--- config.mk ---
export PLATFORM = sky130hd
export DESIGN_NAME = fpu_fflags_accumulator
export DESIGN_NICKNAME = d
export VERILOG_FILES = /design/src/rtl/fpu_pkg.sv /design/src/rtl/fpu_lane_flag_gen.sv /design/src/rtl/fpu_fflags_accumulator.sv
export SDC_FILE = /design/constraint.sdc
export NUM_CORES = 1
export LEC_CHECK = 0
export BUFFER_PORTS_ARGS = -buffer_cell sky130_fd_sc_hd__buf_2
export CELL_PAD_IN_SITES_DETAIL_PLACEMENT = 1
export CELL_PAD_IN_SITES_GLOBAL_PLACEMENT = 2
export CORE_UTILIZATION = 30
export DETAILED_ROUTE_END_ITERATION = 6
export GPL_ROUTABILITY_DRIVEN = 0
export GPL_TIMING_DRIVEN = 0
export PLACE_DENSITY = 0.88
export SLEW_MARGIN = 20
export SYNTH_ARGS = -nofsm -noshare
export SYNTH_HDL_FRONTEND = slang
export SYNTH_SLANG_ARGS = --single-unit
--- constraint.sdc ---
create_clock -name clk -period 3 [get_ports clk]
set_input_delay 0.6 -clock clk [delete_from_list [all_inputs] [get_ports clk]]
set_output_delay 0.6 -clock clk [all_outputs]
set_load 0.01 [all_outputs]
--- src/rtl/fpu_pkg.sv ---
// Shared definitions for the FPU exception-flag accumulator: operation codes,
// flag/class bit positions and operand class layout.
package fpu_pkg;

  typedef enum logic [2:0] {
    OP_ADD  = 3'b000,
    OP_SUB  = 3'b001,
    OP_MUL  = 3'b010,
    OP_FMA  = 3'b011,
    OP_FMS  = 3'b100,
    OP_DIV  = 3'b101,
    OP_SQRT = 3'b110
  } op_e;

  localparam int FLAG_W = 5;
  localparam int CLS_W  = 5;
  localparam int RES_W  = 4;

  localparam int FLAG_NV = 4;
  localparam int FLAG_DZ = 3;
  localparam int FLAG_OF = 2;
  localparam int FLAG_UF = 1;
  localparam int FLAG_NX = 0;

  localparam int RES_INV = 3;
  localparam int RES_OF  = 2;
  localparam int RES_UF  = 1;
  localparam int RES_NX  = 0;

  // Operand classification as delivered per lane: {sign,snan,nan,inf,zero}.
  typedef struct packed {
    logic sign;
    logic snan;
    logic nan;
    logic inf;
    logic zero;
  } cls_t;

endpackage

--- src/rtl/fpu_lane_flag_gen.sv ---
// Combinational IEEE 754 exception flags {NV,DZ,OF,UF,NX} for one SIMD lane.
module fpu_lane_flag_gen
  import fpu_pkg::*;
(
  input  logic [2:0]        op_type,
  input  cls_t              x_cls,
  input  cls_t              y_cls,
  input  cls_t              z_cls,
  input  logic [RES_W-1:0]  res_cls,
  output logic [FLAG_W-1:0] flags
);

  op_e  op;
  logic zero_times_inf;
  logic prod_inf;
  logic prod_sign;
  logic nv;
  logic dz;

  assign op             = op_e'(op_type);
  assign zero_times_inf = (x_cls.zero & y_cls.inf) | (x_cls.inf & y_cls.zero);
  assign prod_inf       = (x_cls.inf | y_cls.inf) & ~x_cls.zero & ~y_cls.zero
                          & ~x_cls.nan & ~y_cls.nan;
  assign prod_sign      = x_cls.sign ^ y_cls.sign;

  // NOTE: every always_comb output gets a default first so no path leaves it
  // unassigned -- otherwise synthesis infers a latch.
  always_comb begin
    nv = x_cls.snan | y_cls.snan | z_cls.snan | res_cls[RES_INV];
    case (op)
      OP_ADD:  nv = nv | (x_cls.inf & y_cls.inf & (x_cls.sign ^ y_cls.sign));
      OP_SUB:  nv = nv | (x_cls.inf & y_cls.inf & ~(x_cls.sign ^ y_cls.sign));
      OP_MUL:  nv = nv | zero_times_inf;
      OP_FMA:  nv = nv | zero_times_inf | (prod_inf & z_cls.inf & (prod_sign ^ z_cls.sign));
      OP_FMS:  nv = nv | zero_times_inf | (prod_inf & z_cls.inf & ~(prod_sign ^ z_cls.sign));
      OP_DIV:  nv = nv | (x_cls.zero & y_cls.zero) | (x_cls.inf & y_cls.inf);
      OP_SQRT: nv = nv | (x_cls.sign & ~x_cls.zero & ~x_cls.nan);
      default: nv = nv;
    endcase
  end

  assign dz = (op == OP_DIV) & y_cls.zero & ~x_cls.nan & ~x_cls.inf & ~x_cls.zero;

  // An invalid or divide-by-zero result has no meaningful rounding outcome.
  always_comb begin
    flags          = '0;
    flags[FLAG_NV] = nv;
    flags[FLAG_DZ] = dz;
    if (!(nv | dz)) begin
      flags[FLAG_OF] = res_cls[RES_OF];
      flags[FLAG_UF] = res_cls[RES_UF];
      flags[FLAG_NX] = res_cls[RES_NX] | res_cls[RES_OF] | res_cls[RES_UF];
    end
  end

endmodule

--- src/rtl/fpu_fflags_accumulator.sv ---
// Per-lane exception flags merged into an in-order pending queue; committed
// entries are ORed into the sticky fflags CSR field, flushed ones are dropped.
module fpu_fflags_accumulator
  import fpu_pkg::*;
#(
  parameter int NUM_LANES = 2,
  parameter int DEPTH     = 4
) (
  input  logic                       clk,
  input  logic                       rst_n,
  input  logic                       enq_valid,
  output logic                       enq_ready,
  input  logic [2:0]                 op_type,
  input  logic [NUM_LANES-1:0]       lane_en,
  input  logic [CLS_W*NUM_LANES-1:0] x_cls,
  input  logic [CLS_W*NUM_LANES-1:0] y_cls,
  input  logic [CLS_W*NUM_LANES-1:0] z_cls,
  input  logic [RES_W*NUM_LANES-1:0] res_cls,
  input  logic                       commit,
  input  logic                       flush,
  input  logic                       csr_we,
  input  logic                       csr_set,
  input  logic                       csr_clr,
  input  logic [FLAG_W-1:0]          csr_wdata,
  output logic [FLAG_W-1:0]          fflags,
  output logic [$clog2(DEPTH):0]     pending_cnt,
  output logic                       commit_err
);

  localparam int PTR_W = $clog2(DEPTH);
  localparam int CNT_W = PTR_W + 1;

  logic [FLAG_W-1:0] lane_flags [NUM_LANES];
  logic [FLAG_W-1:0] enq_entry;

  for (genvar i = 0; i < NUM_LANES; i++) begin : g_lane
    fpu_lane_flag_gen u_lane (
      .op_type (op_type),
      .x_cls   (x_cls[CLS_W*i +: CLS_W]),
      .y_cls   (y_cls[CLS_W*i +: CLS_W]),
      .z_cls   (z_cls[CLS_W*i +: CLS_W]),
      .res_cls (res_cls[RES_W*i +: RES_W]),
      .flags   (lane_flags[i])
    );
  end

  always_comb begin
    enq_entry = '0;
    for (int i = 0; i < NUM_LANES; i++) begin
      enq_entry = enq_entry | (lane_flags[i] & {FLAG_W{lane_en[i]}});
    end
  end

  logic [FLAG_W-1:0] mem_q [DEPTH];
  logic [PTR_W-1:0]  wr_ptr_q, wr_ptr_d;
  logic [PTR_W-1:0]  rd_ptr_q, rd_ptr_d;
  logic [CNT_W-1:0]  count_q, count_d;
  logic [FLAG_W-1:0] fflags_q, fflags_d;
  logic              err_q, err_d;
  logic              enq_fire, pop, mem_we;
  logic [FLAG_W-1:0] committed, csr_base;

  assign enq_ready = count_q < CNT_W'(DEPTH);
  assign enq_fire  = enq_valid & enq_ready;
  assign pop       = commit & (count_q != '0);
  assign mem_we    = enq_fire & ~flush;
  assign committed = pop ? mem_q[rd_ptr_q] : '0;

  always_comb begin
    wr_ptr_d = wr_ptr_q + PTR_W'(enq_fire);
    rd_ptr_d = rd_ptr_q + PTR_W'(pop);
    count_d  = count_q + CNT_W'(enq_fire) - CNT_W'(pop);
    // Flush drops everything after the head pop, including a same-cycle enqueue.
    if (flush) begin
      wr_ptr_d = wr_ptr_q;
      rd_ptr_d = wr_ptr_q;
      count_d  = '0;
    end
  end

  always_comb begin
    if (csr_we)       csr_base = csr_wdata;
    else if (csr_set) csr_base = fflags_q | csr_wdata;
    else if (csr_clr) csr_base = fflags_q & ~csr_wdata;
    else              csr_base = fflags_q;
    fflags_d = csr_base | committed;
    err_d    = err_q | (commit & (count_q == '0));
  end

  // NOTE: sequential state uses non-blocking assignments so every register
  // samples pre-edge values, independent of statement order.
  always_ff @(posedge clk) begin
    if (!rst_n) begin
      wr_ptr_q <= '0;
      rd_ptr_q <= '0;
      count_q  <= '0;
      fflags_q <= '0;
      err_q    <= 1'b0;
    end else begin
      wr_ptr_q <= wr_ptr_d;
      rd_ptr_q <= rd_ptr_d;
      count_q  <= count_d;
      fflags_q <= fflags_d;
      err_q    <= err_d;
    end
  end

  // NOTE: the entry storage is not reset; slots are only read when count_q
  // says they were written, so resetting them would buy nothing.
  always_ff @(posedge clk) begin
    if (mem_we) mem_q[wr_ptr_q] <= enq_entry;
  end

  assign fflags      = fflags_q;
  assign pending_cnt = count_q;
  assign commit_err  = err_q;

endmodule

==> impl_metrics.env <==
export IMPL_crit_start="pending_cnt[1]"
export IMPL_crit_reg2reg_launch="pending_cnt[1]"
export IMPL_rsz0062_at_grt="no"
export IMPL_grt_pass1_wl_microns=8197
export IMPL_grt_pass1_vias=1811
export IMPL_max_freq_mhz=436.7
export IMPL_hold_worst_slack_ps=491.5
export IMPL_setup_viol=0
export IMPL_detail_route_antenna_nets=0
export IMPL_synth_edf_count=20
export IMPL_area_growth_pct=24.70
export IMPL_cp_arrival_ps=2480
export IMPL_tightest_slew_ps=955.9
export IMPL_total_power_mw=1.061
export IMPL_clock_skew_ps=3.256
export IMPL_die_h_microns=82.84
export IMPL_reg2reg_to="pending_cnt[2]"
export IMPL_coreArea_sq_mm=0.006314
export IMPL_crit_required_ps=3190
export IMPL_syn_nets=244
export IMPL_worstPathMaxFanout=7
export IMPL_endpoint="pending_cnt[2]"
export IMPL_seqPwrFrac=0.483
export IMPL_final_cell_mix="buf_2 (61), edfxtp_1 (20), inv_1 (15)"
export IMPL_floorplan_die_width_microns=82.84
export IMPL_clkSinkCount=33
export IMPL_cts_buffers=5
export IMPL_p_int_uw=766.0
export IMPL_p_switching_uw=295.1
export IMPL_io_buffers=58
export IMPL_power_per_cell_area_mw_per_mm2=434.0
export IMPL_stdcell_area_sq_mm=0.002445
export IMPL_multi_input_area_sq_mm=0.001016
export IMPL_fin_tns_setup_ps=0
export IMPL_min_period_over_period=0.7634
export IMPL_clk_pin_slew_ps=70
export IMPL_initial_core_util=0.3105
export IMPL_cts_setup_buffers=0
export IMPL_ys_async_sr_fraction=0
export IMPL_layout_cells_non_filler=326
export IMPL_pwr_share_clk=0.320
export IMPL_dp_cells=318
export IMPL_synth_avg_cell_area_sq_um=10.71
export IMPL_fin_nets=309
export IMPL_p_leak_nw=0.9779
export IMPL_via_count=1710
export IMPL_report_final_slew_viol_count=0
export IMPL_syn_area_sq_mm=0.001961
export IMPL_r2r_cells=11
export IMPL_synth_seq_cells=33
export IMPL_hold_class="flop to flop"
export IMPL_grt_max_degree=13
export IMPL_die_area_sq_mm=0.006862
export IMPL_final_common_cell="buf_2"
export IMPL_p_comb_frac=0.198
export IMPL_wl_per_cell_microns=14.66
export IMPL_drive_above_1_share=0.3253
export IMPL_viasPerCell=5.245
export IMPL_drv_cap=0
export IMPL_period_needed_ps=2290
export IMPL_ys_flop_type="edfxtp_1"
export IMPL_overflow=0
export IMPL_post_cts_resized=0
export IMPL_swShare=0.2781
export IMPL_cts_root_buf="clkbuf_8"
export IMPL_antenna_found_initial=0
export IMPL_yosysSeqAreaShare=0.4391
export IMPL_num_rows=29
export IMPL_ioPinCount=66
export IMPL_insertion_delay_ps=290
export IMPL_clockBufferDepth=2
export IMPL_syn_inst=183
export IMPL_placed_area_sq_mm=0.002347
export IMPL_drc_errors=0
export IMPL_tritoncts="built"
export IMPL_critPathKind="flop to flop"
export IMPL_antennaDiodeCount=0
export IMPL_rrSetupSlack_ps=710
export IMPL_first_pass_iters=4
export IMPL_ir_worst_vdd_v=0.0002564
export IMPL_status="finished clean"
export IMPL_regArea_sq_um=860.8
export IMPL_ys_warn_count=0
export IMPL_dp_hpwl_microns=4009
export IMPL_track_usage=0.1480
export IMPL_synthDistinctLibCells=52
export IMPL_cts_htree_levels=2
export IMPL_slew_headroom=0.3569
export IMPL_drt_initial_drc_count=30
export IMPL_cts_hold_fix_buffers=0
export IMPL_worstSetupStartpointType="flop"
export IMPL_crit_path_end_kind="flop"
export IMPL_routed_wl_microns=4779
export IMPL_fill_cells=758
export IMPL_hold_violations=0
==> flip-flops by register name, indices dropped and copies added (netlist names) <==
| signal | cells |
|---|---|
| commit_err | 1 |
| wr_ptr_q | 2 |
| mem_q | 20 |
| fflags | 5 |
| rd_ptr_q | 2 |
| pending_cnt | 3 |
==> synthesized netlist by cell type (3+ instances only) <==
master / n / area, sq um
a211oi_1: 4 / 30.03
a221oi_1: 4 / 35.03
a22oi_1: 4 / 30.03
a31oi_1: 3 / 18.77
and2_1: 4 / 25.02
buf_2: 3 / 15.01
clkbuf_1: 5 / 18.77
dfxtp_1: 13 / 260.3
edfxtp_1: 20 / 600.6
ha_1: 4 / 50.05
inv_1: 15 / 56.30
mux2i_1: 3 / 30.03
mux4_2: 5 / 112.6
nand2_1: 7 / 26.28
nand2b_1: 4 / 25.02
nand3_1: 5 / 25.02
nand4_1: 3 / 18.77
nor2_1: 13 / 48.80
nor2b_1: 7 / 43.79
nor3_1: 3 / 15.01
nor4_1: 5 / 31.28
nor4b_1: 3 / 26.28
o211ai_1: 3 / 22.52
xnor2_1: 6 / 52.55
==> how the worst min path moves through the flow <==
stage               cells past startpoint  slack [ps]   startpoint          end
floorplan                               2         510  wr_ptr_q[0]  rd_ptr_q[0]
global placement                        2         470   commit_err   commit_err
detailed placement                      2         480   commit_err   commit_err
CTS                                     2         500   commit_err   commit_err
global route                            2         570   commit_err   commit_err
finish                                  2         490   commit_err   commit_err
==> power by group through the flow <==
| stage | Clock, mW | Combinational (mW) | Sequential, mW |
|---|---|---|---|
| 2_1_floorplan | 0 | 0.123 | 0.526 |
| 4_1_cts | 0.350 | 0.212 | 0.513 |
| 3_3_place_gp | 0 | 0.204 | 0.522 |
| 3_5_place_dp | 0 | 0.211 | 0.523 |
| 5_1_grt | 0.370 | 0.236 | 0.516 |
| 6_report | 0.339 | 0.210 | 0.512 |
==> layout make-up <==
cell class	count	share of cell area
Buffer	8	0.01382
Clock buffer	5	0.02815
Clock inverter	3	0.009212
Inverter	15	0.02303
Multi-Input combinational cell	127	0.4156
Sequential cell	33	0.3521
Tap cell	77	0.03941
Timing Repair Buffer	58	0.1187
==> metrics by stage <==
step / setup WS (ps) / util
3_3_place_gp: 507.6 / 0.3718
6_report: 709.9 / 0.3872
4_1_cts: 688.7 / 0.3862
2_1_floorplan: 804.7 / -
5_1_grt: 446.1 / 0.3872
3_5_place_dp: 463.1 / 0.3718
==> critical path, cell delays in order (launching register included) <==
cell and delay (ps):
dfxtp_1 350, nor3_1 250, nor2b_1 80, clkbuf_1 200, ha_1 330, inv_1 50, ha_1 130, inv_1 50
fa_1 380, xor2_1 180, xnor2_1 140, nor2_1 50
==> metal layers <==
metal | wire length, microns | part of all wire | up-vias | GRT usage
met5 | 0 | 0 | - | 0
met4 | 103 | 0.022 | 0 | 0.06270
met3 | 258 | 0.054 | 10 | 0.03678
met2 | 2415 | 0.51 | 56 | 0.2615
met1 | 2002 | 0.42 | 808 | 0.1693
li1 | - | - | 836 | -
==> cells by family after synthesis <==
group / Yosys count / synth area share
fa+ha+maj: 5 / 0.03574
compound gates: 39 / 0.1563
buf+inv: 23 / 0.04594
xor+xnor: 9 / 0.05424
flops: 33 / 0.4391
simple gates: 66 / 0.1959
mux: 8 / 0.07275
Note: power is estimated with default switching activity, not from simulation.
